## config.mk

```make
export PLATFORM = sky130hd
export DESIGN_NAME = sorted_pair_merge
export DESIGN_NICKNAME = d
export VERILOG_FILES = /design/src/rtl/sorted_merge_pkg.sv /design/src/rtl/merge_head_sel.sv /design/src/rtl/sorted_pair_merge.sv
export SDC_FILE = /design/constraint.sdc
export NUM_CORES = 1
export LEC_CHECK = 0
export CELL_PAD_IN_SITES_DETAIL_PLACEMENT = 1
export CELL_PAD_IN_SITES_GLOBAL_PLACEMENT = 1
export CORE_ASPECT_RATIO = 0.8
export CORE_MARGIN = 4
export CORE_UTILIZATION = 37
export CTS_CLUSTER_DIAMETER = 60
export DETAILED_ROUTE_END_ITERATION = 6
export PLACE_DENSITY_LB_ADDON = 0.1
export SYNTH_ARGS = -nofsm -noshare
export SYNTH_HDL_FRONTEND = slang
export SYNTH_SLANG_ARGS = --single-unit
```

## constraint.sdc

```tcl
create_clock -name clk -period 6.7 [get_ports clk]
set_input_delay 0.67 -clock clk [delete_from_list [all_inputs] [get_ports clk]]
set_output_delay 0.67 -clock clk [all_outputs]
set_load 0.005 [all_outputs]
```

## src/rtl/sorted_merge_pkg.sv

```systemverilog
// ---------------------------------------------------------------------------
// sorted_merge_pkg
//   Definitions shared by the sort network and its merge stages:
//   - merge_state_t : two-state control for a pairwise merge (IDLE, MERGE)
//   - clog2()       : index-width helper, usable in constant expressions
//   - DEF_NUM_VALS / DEF_SIZE : default vector length and element width
//                               common to the sorter and the merge levels
// ---------------------------------------------------------------------------
package sorted_merge_pkg;

  localparam int unsigned DEF_NUM_VALS = 9;
  localparam int unsigned DEF_SIZE     = 16;

  typedef enum logic {
    IDLE  = 1'b0,
    MERGE = 1'b1
  } merge_state_t;

  // Smallest r with 2**r >= v (clog2(1) = 0).
  function automatic int unsigned clog2(input int unsigned v);
    int unsigned r;
    r = 0;
    for (int unsigned i = 0; i < 32; i++) begin
      if ((64'(1) << i) < 64'(v)) r = i + 1;
    end
    return r;
  endfunction

endpackage

```

## src/rtl/merge_head_sel.sv

```systemverilog
// ---------------------------------------------------------------------------
// merge_head_sel
//   Combinational head selector for a two-way descending merge. Picks the
//   larger of the two stream heads; ties and an exhausted B stream go to A.
//   Comparison is unsigned.
//
// Parameters
//   SIZE      element width in bits
// Ports
//   i_a_head  current head of stream A
//   i_b_head  current head of stream B
//   i_a_ok    stream A still has elements
//   i_b_ok    stream B still has elements
//   o_pick_b  0 = A selected, 1 = B selected
//   o_data    selected head
// ---------------------------------------------------------------------------
module merge_head_sel #(
  parameter int unsigned SIZE = 16
) (
  input  logic [SIZE-1:0] i_a_head,
  input  logic [SIZE-1:0] i_b_head,
  input  logic            i_a_ok,
  input  logic            i_b_ok,
  output logic            o_pick_b,
  output logic [SIZE-1:0] o_data
);

  logic w_pick_a;

  always_comb begin
    w_pick_a = i_a_ok && (!i_b_ok || (i_a_head >= i_b_head));
    o_pick_b = !w_pick_a;
    o_data   = w_pick_a ? i_a_head : i_b_head;
  end

endmodule

```

## src/rtl/sorted_pair_merge.sv

```systemverilog
// ---------------------------------------------------------------------------
// sorted_pair_merge
//   Captures two descending-sorted vectors in one handshake and streams their
//   merged union out largest-first, one element per cycle, under valid/ready
//   back-pressure. One IDLE cycle separates consecutive pairs, so a pair
//   occupies 2*NUM_VALS+1 cycles at full output rate.
//
// Optional build macro
//   SORTED_PAIR_MERGE_CHECK_EN : when defined, each captured pair is checked
//   for descending order and any violation sets err_unsorted, which stays set
//   until reset. When undefined, err_unsorted is tied low and no check logic
//   exists. The port list is the same either way.
//
// Parameters
//   NUM_VALS      elements per input vector
//   SIZE          element width in bits (unsigned)
// Ports
//   clk           clock, rising edge
//   rst_n         synchronous active-low reset
//   in_valid      in_a/in_b hold a pair to merge
//   in_ready      block can capture a pair (low while in reset)
//   in_a, in_b    sorted vectors, slice 0 is the largest element
//   out_valid     out_data holds a merged element
//   out_ready     consumer accepts out_data
//   out_data      current merged element
//   out_src       0 = element from A, 1 = from B
//   out_last      final (2*NUM_VALS-th) element of the pair
//   err_unsorted  sticky input-order error
// ---------------------------------------------------------------------------
module sorted_pair_merge
  import sorted_merge_pkg::*;
#(
  parameter int unsigned NUM_VALS = DEF_NUM_VALS,
  parameter int unsigned SIZE     = DEF_SIZE
) (
  input  logic                     clk,
  input  logic                     rst_n,
  input  logic                     in_valid,
  output logic                     in_ready,
  input  logic [NUM_VALS*SIZE-1:0] in_a,
  input  logic [NUM_VALS*SIZE-1:0] in_b,
  output logic                     out_valid,
  input  logic                     out_ready,
  output logic [SIZE-1:0]          out_data,
  output logic                     out_src,
  output logic                     out_last,
  output logic                     err_unsorted
);

  localparam int unsigned   IW       = clog2(NUM_VALS + 1);
  localparam int unsigned   SW       = IW + 1;
  localparam logic [IW-1:0] PTR_MAX  = IW'(NUM_VALS);
  localparam logic [SW-1:0] LAST_SUM = SW'(2 * NUM_VALS - 1);

  merge_state_t    r_state;
  merge_state_t    w_state_nxt;
  logic            r_run;
  logic [SIZE-1:0] r_a [NUM_VALS];
  logic [SIZE-1:0] r_b [NUM_VALS];
  logic [IW-1:0]   r_ia;
  logic [IW-1:0]   r_ib;

  logic            w_a_ok;
  logic            w_b_ok;
  logic [SIZE-1:0] w_head_a;
  logic [SIZE-1:0] w_head_b;
  logic            w_pick_b;
  logic [SIZE-1:0] w_sel_data;
  logic            w_last;
  logic            w_capture;
  logic            w_beat;

  // -------------------------------------------------------------------------
  // Head lookup. The pointer reaches NUM_VALS when a stream is exhausted, so
  // a compare-and-select loop is used instead of a direct index to keep the
  // out-of-range case well defined (head reads as zero, and *_ok masks it).
  // -------------------------------------------------------------------------
  always_comb begin
    w_head_a = '0;
    w_head_b = '0;
    for (int unsigned k = 0; k < NUM_VALS; k++) begin
      if (r_ia == IW'(k)) w_head_a = r_a[k];
      if (r_ib == IW'(k)) w_head_b = r_b[k];
    end
  end

  always_comb begin
    w_a_ok = (r_ia < PTR_MAX);
    w_b_ok = (r_ib < PTR_MAX);
    w_last = (({1'b0, r_ia} + {1'b0, r_ib}) == LAST_SUM);
  end

  merge_head_sel #(
    .SIZE (SIZE)
  ) u_head_sel (
    .i_a_head (w_head_a),
    .i_b_head (w_head_b),
    .i_a_ok   (w_a_ok),
    .i_b_ok   (w_b_ok),
    .o_pick_b (w_pick_b),
    .o_data   (w_sel_data)
  );

  // -------------------------------------------------------------------------
  // Outputs: functions of registered state only. r_run keeps in_ready low
  // while reset is asserted even though the state register already sits in
  // IDLE; it rises on the first edge after release.
  // -------------------------------------------------------------------------
  always_comb begin
    in_ready  = r_run && (r_state == IDLE);
    out_valid = (r_state == MERGE);
    out_data  = out_valid ? w_sel_data : '0;
    out_src   = out_valid && w_pick_b;
    out_last  = out_valid && w_last;
  end

  // -------------------------------------------------------------------------
  // Control FSM
  // -------------------------------------------------------------------------
  always_ff @(posedge clk) begin
    if (!rst_n) begin
      r_state <= IDLE;
      r_run   <= 1'b0;
    end else begin
      r_state <= w_state_nxt;
      r_run   <= 1'b1;
    end
  end

  always_comb begin
    w_state_nxt = r_state;
    w_capture   = 1'b0;
    w_beat      = 1'b0;
    case (r_state)
      IDLE: begin
        if (in_valid && in_ready) begin
          w_capture   = 1'b1;
          w_state_nxt = MERGE;
        end
      end
      MERGE: begin
        if (out_ready) begin
          w_beat = 1'b1;
          if (w_last) w_state_nxt = IDLE;
        end
      end
      default: w_state_nxt = IDLE;
    endcase
  end

  // -------------------------------------------------------------------------
  // Datapath: captured vectors and stream pointers. Pointers saturate at
  // NUM_VALS; the selector never picks an exhausted stream, so the guard only
  // matters for robustness.
  // -------------------------------------------------------------------------
  always_ff @(posedge clk) begin
    if (!rst_n) begin
      for (int unsigned k = 0; k < NUM_VALS; k++) begin
        r_a[k] <= '0;
        r_b[k] <= '0;
      end
      r_ia <= '0;
      r_ib <= '0;
    end else if (w_capture) begin
      for (int unsigned k = 0; k < NUM_VALS; k++) begin
        r_a[k] <= in_a[k*SIZE +: SIZE];
        r_b[k] <= in_b[k*SIZE +: SIZE];
      end
      r_ia <= '0;
      r_ib <= '0;
    end else if (w_beat) begin
      if (w_pick_b) begin
        if (r_ib < PTR_MAX) r_ib <= r_ib + IW'(1);
      end else begin
        if (r_ia < PTR_MAX) r_ia <= r_ia + IW'(1);
      end
    end
  end

  // -------------------------------------------------------------------------
  // Optional input-order check
  // -------------------------------------------------------------------------
`ifdef SORTED_PAIR_MERGE_CHECK_EN
  logic r_err;
  logic w_viol;

  always_comb begin
    w_viol = 1'b0;
    for (int unsigned k = 0; k + 1 < NUM_VALS; k++) begin
      if (in_a[k*SIZE +: SIZE] < in_a[(k+1)*SIZE +: SIZE]) w_viol = 1'b1;
      if (in_b[k*SIZE +: SIZE] < in_b[(k+1)*SIZE +: SIZE]) w_viol = 1'b1;
    end
  end

  always_ff @(posedge clk) begin
    if (!rst_n) begin
      r_err <= 1'b0;
    end else if (w_capture && w_viol) begin
      r_err <= 1'b1;
    end
  end

  assign err_unsorted = r_err;
`else
  assign err_unsorted = 1'b0;
`endif

endmodule

```

==> qor.txt <==
Crit path kind = register to output pin
Synth Area in Adders = 0.0275
Initial core utilization = 0.376
Worst-path cell chain = inv_1 > ha_1 > buf_4 > o21ai_1 > a21oi_1 > a21oi_1 > o221ai_1 > ha_1 > and3_1 > a221o_1 > a21oi_2 > a21oi_2 > nor2_4 > a22o_1 > clkdlybuf4s50_1
FFs w/ async S/R, synth = 0
Compound-cell area share of the yosys netlist = 0.133
Setup Skew = 0.0226 ns
Vias in the first global route = 10900
DR vias = 10500
Worst skew pair latency = 0.52 ns
Initial antenna violation count = 3
CTS sink cnt = 298
Sequential fraction of the synthesis area = 0.615
Layout cell share with drive strength beyond 1 = 0.0610
Chip width = 228 um
Most common cell in the netlist = and2_1
Die area = 0.0421 mm^2
WL/cell = 22.8 um
Fin. Hold Viols = 0
Slew @ Worst Pin = 1.09 ns
Multiplexer share of the synthesized area = 0.00418
Max incr delay on CP = 0.56 ns
Max Fanout on Critical Path = 16
Placeable Area = 0.0383 mm^2
Reg clk slew, reported paths = 0.05 ns
CTS H-tree depth = 2
Pwr Total = 0.00457 W
Share of the synthesized area in the top cell type = 0.602
Largest family of logic cells by synthesized area = simple AND/OR/NAND/NOR gates
Relative slew slack = 0.276
First-pass GRT wire length = 68.7 mm
RSZ-0062 raised after global routing = no
Max Cap Viol = 0
Yosys cell types = 62
Final Core Density = 0.498
Fin nets = 1825
#FFs+latches synth = 298
Post-Syn Instances = 1213
Post-CTS setup buffer count = 0
Period utilization = 0.953
Bufs on Longest Clock Path = 3
Min-delay worst type = register to register
EDFF count, synth = 288
Post-synth top flop = edfxtp_1
Die Height = 184 um
Largest net degree at the start of global routing = 113
Most instantiated cells after synthesis = and2_1, edfxtp_1, nand2_1
Ys Warns = 0
WL final = 46.2 mm
Mapped Nets = 1536
Synth Area in Simple Gates = 0.187
Non-filler cells, final = 2023
Post-Syn Area per Cell = 11.9 um^2
Worst path slowest cell = a21oi_1
Row count = 64
Root Buffer = clkbuf_16
Area delta synth->final = 32.5%
Total CTS buffers = 35
Most used routing layer = met2
GR Layer Usage met3 = 0.0485
GRT Total Usage = 0.214
Max Freq = 0.157 GHz
Worst path arrival time = 5.71 ns
Met1 usage = 0.312
Critical Path Source Type = register
First-pass DRT Iterations = 5
Status = completed
Buffers added on ports = 311
CP required = 6.03 ns
Vias per cell = 5.20
Synth Area in XOR/XNOR = 0
Syn Std Cell Area = 0.0144 mm^2
Final setup TNS = 0 ns
Critical path capture point type = output pin
WHS = 0.542 ns
Largest area contributor in the netlist = edfxtp_1
Tmin final = 6.38 ns
Residual DRC count = 0
Area contributors post-synth = edfxtp_1, and2_1, nand2_1
Power per cell area = 240 mW/mm^2
Final Max Slew Viols = 0
ANT nets after route = 0
Met2 GRT Util = 0.334
Cell family with most CP delay = compound AO/OA/AOI/OAI gates
Routability cong. = 0.815
Hold buffers post-CTS = 0
Violation count after the first detailed-route iteration = 860
Final Setup Violations = 0
Placed Instances = 1960
CTS tree = built
I/O pins = 313
P_leak = 7.05 nW
Peak VDD IR = 0.126 mV
CTS resizes = 0
Global route overflow = 0
WP buf/inv = 3
Placed wire-length estimate = 33.8 mm
## placed cells by master, fill, tap and decap left out, types with 6 or more instances in the layout
| master | netlist | routed |
|---|---|---|
| clkdlybuf4s50_1 | 0 | 311 |
| and2_1 | 289 | 289 |
| edfxtp_1 | 288 | 288 |
| nand2_1 | 118 | 118 |
| a21oi_1 | 42 | 42 |
| nor2_1 | 39 | 38 |
| clkbuf_16 | 0 | 35 |
| o21ai_0 | 33 | 33 |
| o211ai_1 | 28 | 28 |
| ha_1 | 30 | 28 |
| a31oi_1 | 27 | 27 |
| inv_1 | 28 | 27 |
| a22oi_1 | 27 | 27 |
| buf_4 | 2 | 25 |
| o221ai_1 | 24 | 24 |
| o22ai_1 | 17 | 17 |
| a2bb2oi_1 | 16 | 16 |
| o22a_1 | 15 | 15 |
| a22o_1 | 14 | 14 |
| nand3_1 | 12 | 12 |
| dfxtp_1 | 10 | 10 |
| clkinv_1 | 2 | 9 |
| clkinv_2 | 0 | 7 |
| mux2i_1 | 6 | 6 |
## sequential cells by signal (all words and copies together), names as in the netlist
signal	flops
out_valid	1
r_run	1
r_b	144
r_a	144
r_ia	4
r_ib	4
## layer usage
metal  share of wire  vias up
met5         0.00028        -
met1            0.46     5198
met4           0.013        2
li1                -     4995
met2            0.46      285
met3           0.062       47
## power by group
part,switching (W),internal (W),leakage [nW]
logic,0.000248,0.000266,3.39
clock network,0.000761,0.00107,0.528
registers,0.0000409,0.00218,3.14
total,0.00105,0.00352,7.05
## final cells by class
type                            count  area (um^2)
Timing Repair Buffer              336         3300
Clock inverter                     20          173
Clock buffer                       40          895
Fill cell                        3985        19200
Multi-Input combinational cell    801         5090
Inverter                           30          120
Antenna cell                        3         7.51
Sequential cell                   298         8850
Tap cell                          495          619
## metrics by stage
stage	setup slack, ns	cell area (um^2)
final	0.316	19100
after global placement	0.858	18000
after global routing	0.0203	19100
after detailed placement	0.713	18000
after CTS	0.150	19000
after floorplan	1.10	14400
## cells by family after synthesis
group           after synthesis
compound gates              272
fa+ha+maj                    31
buf+inv                     114
flops                       298
simple gates                491
other cells                   1
mux                           6
## final timing paths
path | startpoint | endpoint | slack, ns | depth (start not counted)
max | r_ia[1]$_SDFFE_PP0P_ | out_data[2] | 0.32 | 15
min | r_ia[1]$_SDFFE_PP0P_ | r_ia[1]$_SDFFE_PP0P_ | 0.54 | 2
max reg2reg | r_ia[1]$_SDFFE_PP0P_ | r_ib[2]$_SDFFE_PP0P_ | 2.02 | 14
min reg2reg | r_ia[1]$_SDFFE_PP0P_ | r_ia[1]$_SDFFE_PP0P_ | 0.54 | 2
## worst reg2reg max path: cells and delay by family (launching register included)
family / cells / cell delay [ns]
flip-flops: 1 / 0.41
adder cells (fa/ha/maj): 2 / 0.75
AO/OA/AOI/OAI: 9 / 2.78
AND/OR/NAND/NOR: 1 / 0.21
buffers and inverters: 2 / 0.43
(Power assumes the default switching activity.)
